`config.mk`:
```
export PLATFORM = sky130hd
export DESIGN_NAME = ucie_ctl_rx_flit_assembler
export DESIGN_NICKNAME = d
export VERILOG_FILES = /design/src/rtl/ucie_ctl_rx_pkg.sv /design/src/rtl/ucie_ctl_rx_flit_bank.sv /design/src/rtl/ucie_ctl_rx_flit_assembler.sv
export SDC_FILE = /design/constraint.sdc
export NUM_CORES = 1
export LEC_CHECK = 0
export ABC_CLOCK_PERIOD_IN_PS = 4400
export CORE_MARGIN = 2
export CORE_UTILIZATION = 40
export CTS_BUF_LIST = sky130_fd_sc_hd__clkbuf_16
export CTS_CLUSTER_SIZE = 28
export DETAILED_ROUTE_END_ITERATION = 10
export GPL_TIMING_DRIVEN = 0
export SLEW_MARGIN = 20
export SYNTH_ARGS = -nofsm -noshare
export SYNTH_HDL_FRONTEND = slang
export SYNTH_HIERARCHICAL = 1
export SYNTH_SLANG_ARGS = --single-unit
```
`constraint.sdc`:
```
create_clock -name i_clk -period 4.4 [get_ports i_clk]
set_input_delay 0.44 -clock i_clk [delete_from_list [all_inputs] [get_ports i_clk]]
set_output_delay 0.44 -clock i_clk [all_outputs]
set_load 0.05 [all_outputs]
```
`src/rtl/ucie_ctl_rx_pkg.sv`:
```
// ---------------------------------------------------------------------------
// ucie_ctl_rx_pkg
// Shared definitions for the UCIe controller RX flit assembler slice.
//   DEF_NBYTES / DEF_BEATS : default beat width (bits) and beats per flit
//   FLIT_W                 : assembled flit width for the defaults
//   CNT_W                  : beat counter width for the defaults
//   fill_state_e           : per-flit fill state machine encoding
// ---------------------------------------------------------------------------
package ucie_ctl_rx_pkg;

  localparam int DEF_NBYTES = 32;
  localparam int DEF_BEATS  = 4;
  localparam int FLIT_W     = DEF_NBYTES * DEF_BEATS;
  localparam int CNT_W      = $clog2(DEF_BEATS);

  typedef enum logic [0:0] {
    ST_IDLE = 1'b0,
    ST_FILL = 1'b1
  } fill_state_e;

endpackage : ucie_ctl_rx_pkg

```
`src/rtl/ucie_ctl_rx_flit_bank.sv`:
```
// ---------------------------------------------------------------------------
// ucie_ctl_rx_flit_bank
// One flit storage bank: a beat-slice write port plus a full flag.
// Ports:
//   i_clk, i_rst      clock, asynchronous active-low reset
//   i_wr_en           write i_wr_data into slice i_wr_slot
//   i_wr_slot         beat index within the flit
//   i_wr_data         beat payload
//   i_set_full        mark the bank full (last beat of a flit)
//   i_clr_full        release the bank (flit popped by the consumer)
//   o_data            registered flit contents
//   o_full            registered full flag
// ---------------------------------------------------------------------------
module ucie_ctl_rx_flit_bank
  import ucie_ctl_rx_pkg::*;
#(
  parameter int NBYTES = DEF_NBYTES,
  parameter int BEATS  = DEF_BEATS,
  parameter int CW     = $clog2(DEF_BEATS)
) (
  input  logic                     i_clk,
  input  logic                     i_rst,
  input  logic                     i_wr_en,
  input  logic [CW-1:0]            i_wr_slot,
  input  logic [NBYTES-1:0]        i_wr_data,
  input  logic                     i_set_full,
  input  logic                     i_clr_full,
  output logic [NBYTES*BEATS-1:0]  o_data,
  output logic                     o_full
);

  logic [NBYTES*BEATS-1:0] r_data;
  logic                    r_full;

  // Bank storage and full flag; a set and a clear never target the same
  // bank in one cycle, but set is given priority for robustness.
  always_ff @(posedge i_clk or negedge i_rst) begin
    if (!i_rst) begin
      r_data <= '0;
      r_full <= 1'b0;
    end else begin
      if (i_wr_en) begin
        r_data[int'(i_wr_slot)*NBYTES +: NBYTES] <= i_wr_data;
      end
      if (i_set_full) begin
        r_full <= 1'b1;
      end else if (i_clr_full) begin
        r_full <= 1'b0;
      end
    end
  end

  assign o_data = r_data;
  assign o_full = r_full;

endmodule : ucie_ctl_rx_flit_bank

```
`src/rtl/ucie_ctl_rx_flit_assembler.sv`:
```
// ---------------------------------------------------------------------------
// ucie_ctl_rx_flit_assembler
// Packs BEATS consecutive RX-buffer beats into one flit and presents it to
// the protocol layer over valid/ready. Two ping-pong banks let a new flit
// fill while the previous one waits for ready.
// Ports:
//   i_clk, i_rst       clock, asynchronous active-low reset
//   i_en               enable; dropping it discards a partial flit
//   i_beat_data/valid  beat stream (no backpressure)
//   o_flit_data/valid  assembled flit, beat 0 in the LSBs
//   i_flit_ready       consumer accepts the flit
//   o_beat_cnt         beats collected in the flit currently filling
//   o_partial_flush    one-cycle pulse when a partial flit is discarded
//   o_overflow         sticky: a beat was dropped, both banks full
// ---------------------------------------------------------------------------
module ucie_ctl_rx_flit_assembler
  import ucie_ctl_rx_pkg::*;
#(
  parameter int NBYTES = DEF_NBYTES,
  parameter int BEATS  = DEF_BEATS
) (
  input  logic                       i_clk,
  input  logic                       i_rst,
  input  logic                       i_en,
  input  logic [NBYTES-1:0]          i_beat_data,
  input  logic                       i_beat_valid,
  output logic [NBYTES*BEATS-1:0]    o_flit_data,
  output logic                       o_flit_valid,
  input  logic                       i_flit_ready,
  output logic [$clog2(BEATS)-1:0]   o_beat_cnt,
  output logic                       o_partial_flush,
  output logic                       o_overflow
);

  localparam int L_FLIT_W = NBYTES * BEATS;
  localparam int L_CNT_W  = $clog2(BEATS);
  localparam logic [L_CNT_W-1:0] L_LAST = L_CNT_W'(BEATS - 1);

  fill_state_e          r_state;
  fill_state_e          w_state_nxt;
  logic [L_CNT_W-1:0]   r_cnt;
  logic [L_CNT_W-1:0]   w_cnt_nxt;
  logic                 r_wr_ptr;
  logic                 r_rd_ptr;
  logic                 r_overflow;
  logic                 r_flush;

  logic                 w_full      [2];
  logic [L_FLIT_W-1:0]  w_bank_data [2];

  logic w_pop;
  logic w_bank_free;
  logic w_accept;
  logic w_last;
  logic w_drop;
  logic w_flush;

  // A full write bank can only be the oldest flit (wr_ptr == rd_ptr); if it
  // is popped this cycle the bank is treated as free so the release wins and
  // the beat lands as slot 0 at the same edge the flit leaves.
  assign w_pop       = w_full[r_rd_ptr] & i_flit_ready;
  assign w_bank_free = ~w_full[r_wr_ptr] | (w_pop & (r_wr_ptr == r_rd_ptr));
  assign w_accept    = i_en & i_beat_valid & w_bank_free;
  assign w_last      = w_accept & (r_cnt == L_LAST);
  assign w_drop      = i_en & i_beat_valid & ~w_bank_free;
  assign w_flush     = ~i_en & (r_cnt != {L_CNT_W{1'b0}});

  // Fill state machine next-state and next beat count.
  always_comb begin
    w_state_nxt = r_state;
    w_cnt_nxt   = r_cnt;
    case (r_state)
      ST_IDLE: begin
        if (w_accept) begin
          w_state_nxt = ST_FILL;
          w_cnt_nxt   = L_CNT_W'(1);
        end else begin
          w_state_nxt = ST_IDLE;
        end
      end
      ST_FILL: begin
        if (w_flush || w_last) begin
          w_state_nxt = ST_IDLE;
          w_cnt_nxt   = {L_CNT_W{1'b0}};
        end else if (w_accept) begin
          w_cnt_nxt   = r_cnt + L_CNT_W'(1);
        end else begin
          w_state_nxt = ST_FILL;
        end
      end
      default: begin
        w_state_nxt = ST_IDLE;
        w_cnt_nxt   = {L_CNT_W{1'b0}};
      end
    endcase
  end

  // State, pointers, sticky overflow and flush pulse registers.
  always_ff @(posedge i_clk or negedge i_rst) begin
    if (!i_rst) begin
      r_state    <= ST_IDLE;
      r_cnt      <= {L_CNT_W{1'b0}};
      r_wr_ptr   <= 1'b0;
      r_rd_ptr   <= 1'b0;
      r_overflow <= 1'b0;
      r_flush    <= 1'b0;
    end else begin
      r_state <= w_state_nxt;
      r_cnt   <= w_cnt_nxt;
      r_flush <= w_flush;
      if (w_last) begin
        r_wr_ptr <= ~r_wr_ptr;
      end
      if (w_pop) begin
        r_rd_ptr <= ~r_rd_ptr;
      end
      if (w_drop) begin
        r_overflow <= 1'b1;
      end
    end
  end

  for (genvar g = 0; g < 2; g++) begin : g_bank
    ucie_ctl_rx_flit_bank #(
      .NBYTES (NBYTES),
      .BEATS  (BEATS),
      .CW     (L_CNT_W)
    ) u_bank (
      .i_clk      (i_clk),
      .i_rst      (i_rst),
      .i_wr_en    (w_accept & (r_wr_ptr == 1'(g))),
      .i_wr_slot  (r_cnt),
      .i_wr_data  (i_beat_data),
      .i_set_full (w_last & (r_wr_ptr == 1'(g))),
      .i_clr_full (w_pop & (r_rd_ptr == 1'(g))),
      .o_data     (w_bank_data[g]),
      .o_full     (w_full[g])
    );
  end

  assign o_flit_valid    = w_full[r_rd_ptr];
  assign o_flit_data     = w_bank_data[r_rd_ptr];
  assign o_beat_cnt      = r_cnt;
  assign o_partial_flush = r_flush;
  assign o_overflow      = r_overflow;

endmodule : ucie_ctl_rx_flit_assembler
```
==> flow_summary_export.csv, run 1 <==
group,metric,value,unit
outcome,outcome,"finished clean",
critical_path,worstPathArrival,3.15,ns
final_layout,area_growth,24.8,%
clock_network,cts_sinks,265,
die,fp.dieW,183,µm
critical_path,timing.critical_path.cells,"buf_6 > clkbuf_1 > buf_2 > mux2_2 > clkdlybuf4s50_1",
synth,synthArstFlopShare,100,%
synth,synthesis.area,12900,µm²
synth,synthesis_warnings,6,
synth,synth_flop_type,"sky130_fd_sc_hd__dfrtp_1",
timing,worst_slew_margin_rel,37.0,%
clock_network,tritoncts.num_buffers,30,
synth,net_count_after_synthesis,1061,
drt,post_drt_wl_per_cell,24.8,µm
grt,grt_start_max_net_pins,87,
drt,drt_pre_antenna_iters,4,
timing,report.final.hold_viol_count,0,
die,floorplan.initialDensity,40.7,%
timing,period_needed,3.59,ns
critical_path,crit_path_max_fanout,10,
critical_path,cp_slowest_cell,"sky130_fd_sc_hd__clkdlybuf4s50_1",
clock_network,cts-root-to-sink-buffers,3,
power,power.leakage,6.59,nW
critical_path,path_class,"register to output port",
grt,globalRouteMet3Util,4.31,%
timing,final.setup.tns,0,ns
timing,setup-violations-final,0,
grt,grt_antenna_before_repair,0,
die,floorplan_die_area,33600,µm²
final_layout,final_layout_size_suffix_gt1_share,23.1,%
final_layout,commonest_cells_after_routing_fill_and_taps_aside,"265 x sky130_fd_sc_hd__dfrtp_1, 168 x sky130_fd_sc_hd__clkdlybuf4s50_1, 164 x sky130_fd_sc_hd__nand3_1",
power,vdd_drop_max,0.356,mV
power,pwr-share-seq,31.6,%
clock_network,clk_pin_slew_worst_paths,0.06,ns
flow_run,maximum_capacitance_violations,0,
drt,antenna_violating_nets_post_route,0,
min_path,timing.hold.worst.class,"input port to asynchronous set/reset pin",
placed_design,placed_cell_area,15200,µm²
critical_path,crit_required,3.96,ns
drt,post_drt_via_cell_ratio,5.94,
final_layout,finalNonFillerCells,1642,
die,placeableCoreArea,31600,µm²
timing,tightestPinTransition,0.945,ns
final_layout,num-nets-final,1266,
power,p_sw,0.00464,W
clock_network,htree_num_levels,1,
placed_design,gp_congestion,0.823,
critical_path,crit_cells,5,
synth,sequential_element_share_of_the_synthesized_area,51.5,%
final_layout,final_area,16100,µm²
timing,period_share,81.5,%
timing,holdWs,0.366,ns
timing,fmax,279,MHz
timing,rsz0062_at_grt,"no",
power,share_clk_of_total_power,21.4,%
placed_design,port-buffer-count,169,
drt,dr.first_iter.drc_count,828,
final_layout,fill_cells,2800,
critical_path,critPathMaxStageDelay,0.71,ns
critical_path,timing.critical_path.to_type,"output port",
grt,grt_util_met2,38.5,%
die,die_h,183,µm
placed_design,place.detailed.hpwl,27700,µm
power,intPower,0.00619,W
grt,grt.total_usage,24.3,%
synth,synth_enable_flop_cells,0,
grt,global_route.usage.met1,34.3,%
critical_path,worstSetupStartpointType,"register",
die,design.portCount,170,
synth,synth_cells,1012,
final_layout,diodes,0,
grt,global_route.overflow_total,0,
clock_network,clock_tree_from_tritoncts,"built",
critical_path,critical_path.top_delay_family,"buffers and inverters",
drt,drt_drc_violations_left,0,
power,swShare,42.8,%
timing,finalMaxSlewViolations,0,
clock_network,cts_root_buffer,"sky130_fd_sc_hd__clkbuf_16",
grt,first_pass_grt_wire_length,62600,µm
synth,ys_ff_latch,265,
synth,yosys.cell_types.count,41,
drt,via_count,9755,
drt,routed_wirelength,40800,µm
grt,grt.busiest_layer,"met2",
final_layout,layout.cells.most_common,"sky130_fd_sc_hd__dfrtp_1",
clock_network,cts_repair_resize_count,0,
placed_design,place.detailed.instances,1586,
die,fp-row-count,65,
power,cellPowerDensity,674,nW/µm²
power,combPwrFrac,46.9,%
clock_network,clock_insertion_delay_worst_skew,0.55,ns
grt,first_global_vias,10229,
critical_path,worst_path_buffer_plus_inverter_count,4,
timing,worst_clock_skew,0.0134,ns
critical_path,r2r_cells,9,
synth,postSynthAreaPerCell,12.7,µm²
==> synthesized netlist by cell type (2+ instances only) <==
library cell	n	area, µm²
sky130_fd_sc_hd__buf_2	28	140
sky130_fd_sc_hd__a21oi_1	3	15.0
sky130_fd_sc_hd__and3_1	8	50.1
sky130_fd_sc_hd__nand2_1	13	48.8
sky130_fd_sc_hd__nor2b_1	3	18.8
sky130_fd_sc_hd__a32o_1	88	881
sky130_fd_sc_hd__o2bb2ai_1	103	902
sky130_fd_sc_hd__inv_1	9	33.8
sky130_fd_sc_hd__mux2_2	130	1460
sky130_fd_sc_hd__dfrtp_1	265	6630
sky130_fd_sc_hd__buf_4	4	30.0
sky130_fd_sc_hd__nand3_1	164	821
sky130_fd_sc_hd__buf_12	3	60.1
sky130_fd_sc_hd__nor2_1	2	7.51
sky130_fd_sc_hd__buf_1	12	45.0
sky130_fd_sc_hd__buf_6	11	124
sky130_fd_sc_hd__and2_1	2	12.5
sky130_fd_sc_hd__clkbuf_1	61	229
sky130_fd_sc_hd__o2bb2ai_2	59	886
sky130_fd_sc_hd__o21bai_1	2	15.0
sky130_fd_sc_hd__or3b_1	3	26.3
sky130_fd_sc_hd__and2b_1	4	30.0
sky130_fd_sc_hd__a21o_1	3	22.5
sky130_fd_sc_hd__a22o_1	4	35.0
sky130_fd_sc_hd__ha_1	12	150
==> stage by stage <==
stage | utilization [%] | total power [W] | worst slack, ns
2_1_floorplan | - | 0.00682 | 1.94
3_3_place_gp | 47.6 | 0.00845 | -8.92
3_5_place_dp | 47.9 | 0.00850 | 0.996
4_1_cts | 50.8 | 0.0109 | 0.786
5_1_grt | 50.8 | 0.0113 | 0.725
6_report | 50.8 | 0.0108 | 0.815
==> timing repair <==
action,4_1_cts,5_1_grt
buffers inserted,0,0
hold buffers,1,0
endpoints found under the hold margin,42,0
==> logic make-up (layout without fill, tap and decap cells) <==
kind of cell    count (synthesis)  in the layout  synth area share (%)
fa+ha+maj                      12             12                  1.17
simple gates                  207            207                  8.60
flops                         265            265                  51.5
mux                           130            130                  11.4
compound gates                269            269                  22.1
xor+xnor                        1              1                0.0681
buf+inv                       128            356                  5.14
==> final timing paths <==
| check | end | slack [ns] | startpoint |
|---|---|---|---|
| min in group i_clk | g_bank[0].u_bank/o_data[27] | 0.48 | g_bank[0].u_bank/o_data[27] |
| hold / removal | g_bank[1].u_bank/o_data[80] | 0.37 | i_rst |
| setup / recovery | o_flit_data[61] | 0.81 | r_rd_ptr |
| max in group asynchronous | g_bank[1].u_bank/o_data[96] | 2.90 | i_rst |
| hold reg to reg | g_bank[0].u_bank/o_data[27] | 0.48 | g_bank[0].u_bank/o_data[27] |
| setup reg to reg | g_bank[0].u_bank/o_data[18] | 1.49 | r_rd_ptr |
==> area by class of cell <==
class,count,area (µm²),share of cell area (%)
Clock inverter,24,129,0.802
Inverter,9,33.8,0.210
Buffer,119,628,3.91
Clock buffer,31,776,4.83
Multi-Input combinational cell,619,5580,34.7
Sequential cell,265,6630,41.3
Tap cell,402,503,3.13
Timing Repair Buffer,173,1790,11.1
==> sequential cells by signal (all words and copies together), names as in the netlist <==
register / flops
g_bank.u_bank/o_data: 256
g_bank.u_bank/o_full: 2
o_beat_cnt: 2
o_overflow: 1
o_partial_flush: 1
r_rd_ptr: 1
r_state: 1
r_wr_ptr: 1
==> layer usage <==
metal | vias up | wire length [µm]
li1 | 4336 | -
met3 | 59 | 2520
met2 | 352 | 18700
met1 | 5008 | 18600
met5 | - | 0
met4 | 0 | 1000
==> power by group through the flow <==
stage          combinational, W  sequential, W  clock, W
5_1_grt                 0.00535        0.00350   0.00248
3_3_place_gp            0.00500        0.00344         0
2_1_floorplan           0.00343        0.00339         0
6_report                0.00508        0.00343   0.00232
4_1_cts                 0.00507        0.00342   0.00238
3_5_place_dp            0.00505        0.00345         0
==> worst reg2reg max path, delay by kind of cell, from the launching register on <==
family / cells / cell delay, ns
and+or+nand+nor: 3 / 0.50
AOI/OAI and AO/OA: 2 / 0.61
DFF: 1 / 0.38
buffers and inverters: 4 / 1.33
No activity file was read; power rests on OpenSTA's default activity.
==> run 2: changes to the inputs <==
- ABC_CLOCK_PERIOD_IN_PS: 4400 -> 3700
- clock period: 4.4 -> 3.7 ns (I/O delays scaled with it)
==> results of run 2 <==
Same layout as run 1 (identical final DEF). Status: finished clean.
Main changes from that run: setup slack after placement 0.996 ns -> 0.366 ns; setup slack after layout 0.815 ns -> 0.185 ns; hold slack 0.366 ns -> 0.296 ns; register-to-register setup slack 1.49 ns -> 0.79 ns; total power 0.0108 W -> 0.0129 W; worst IR drop on VDD 0.356 mV -> 0.424 mV
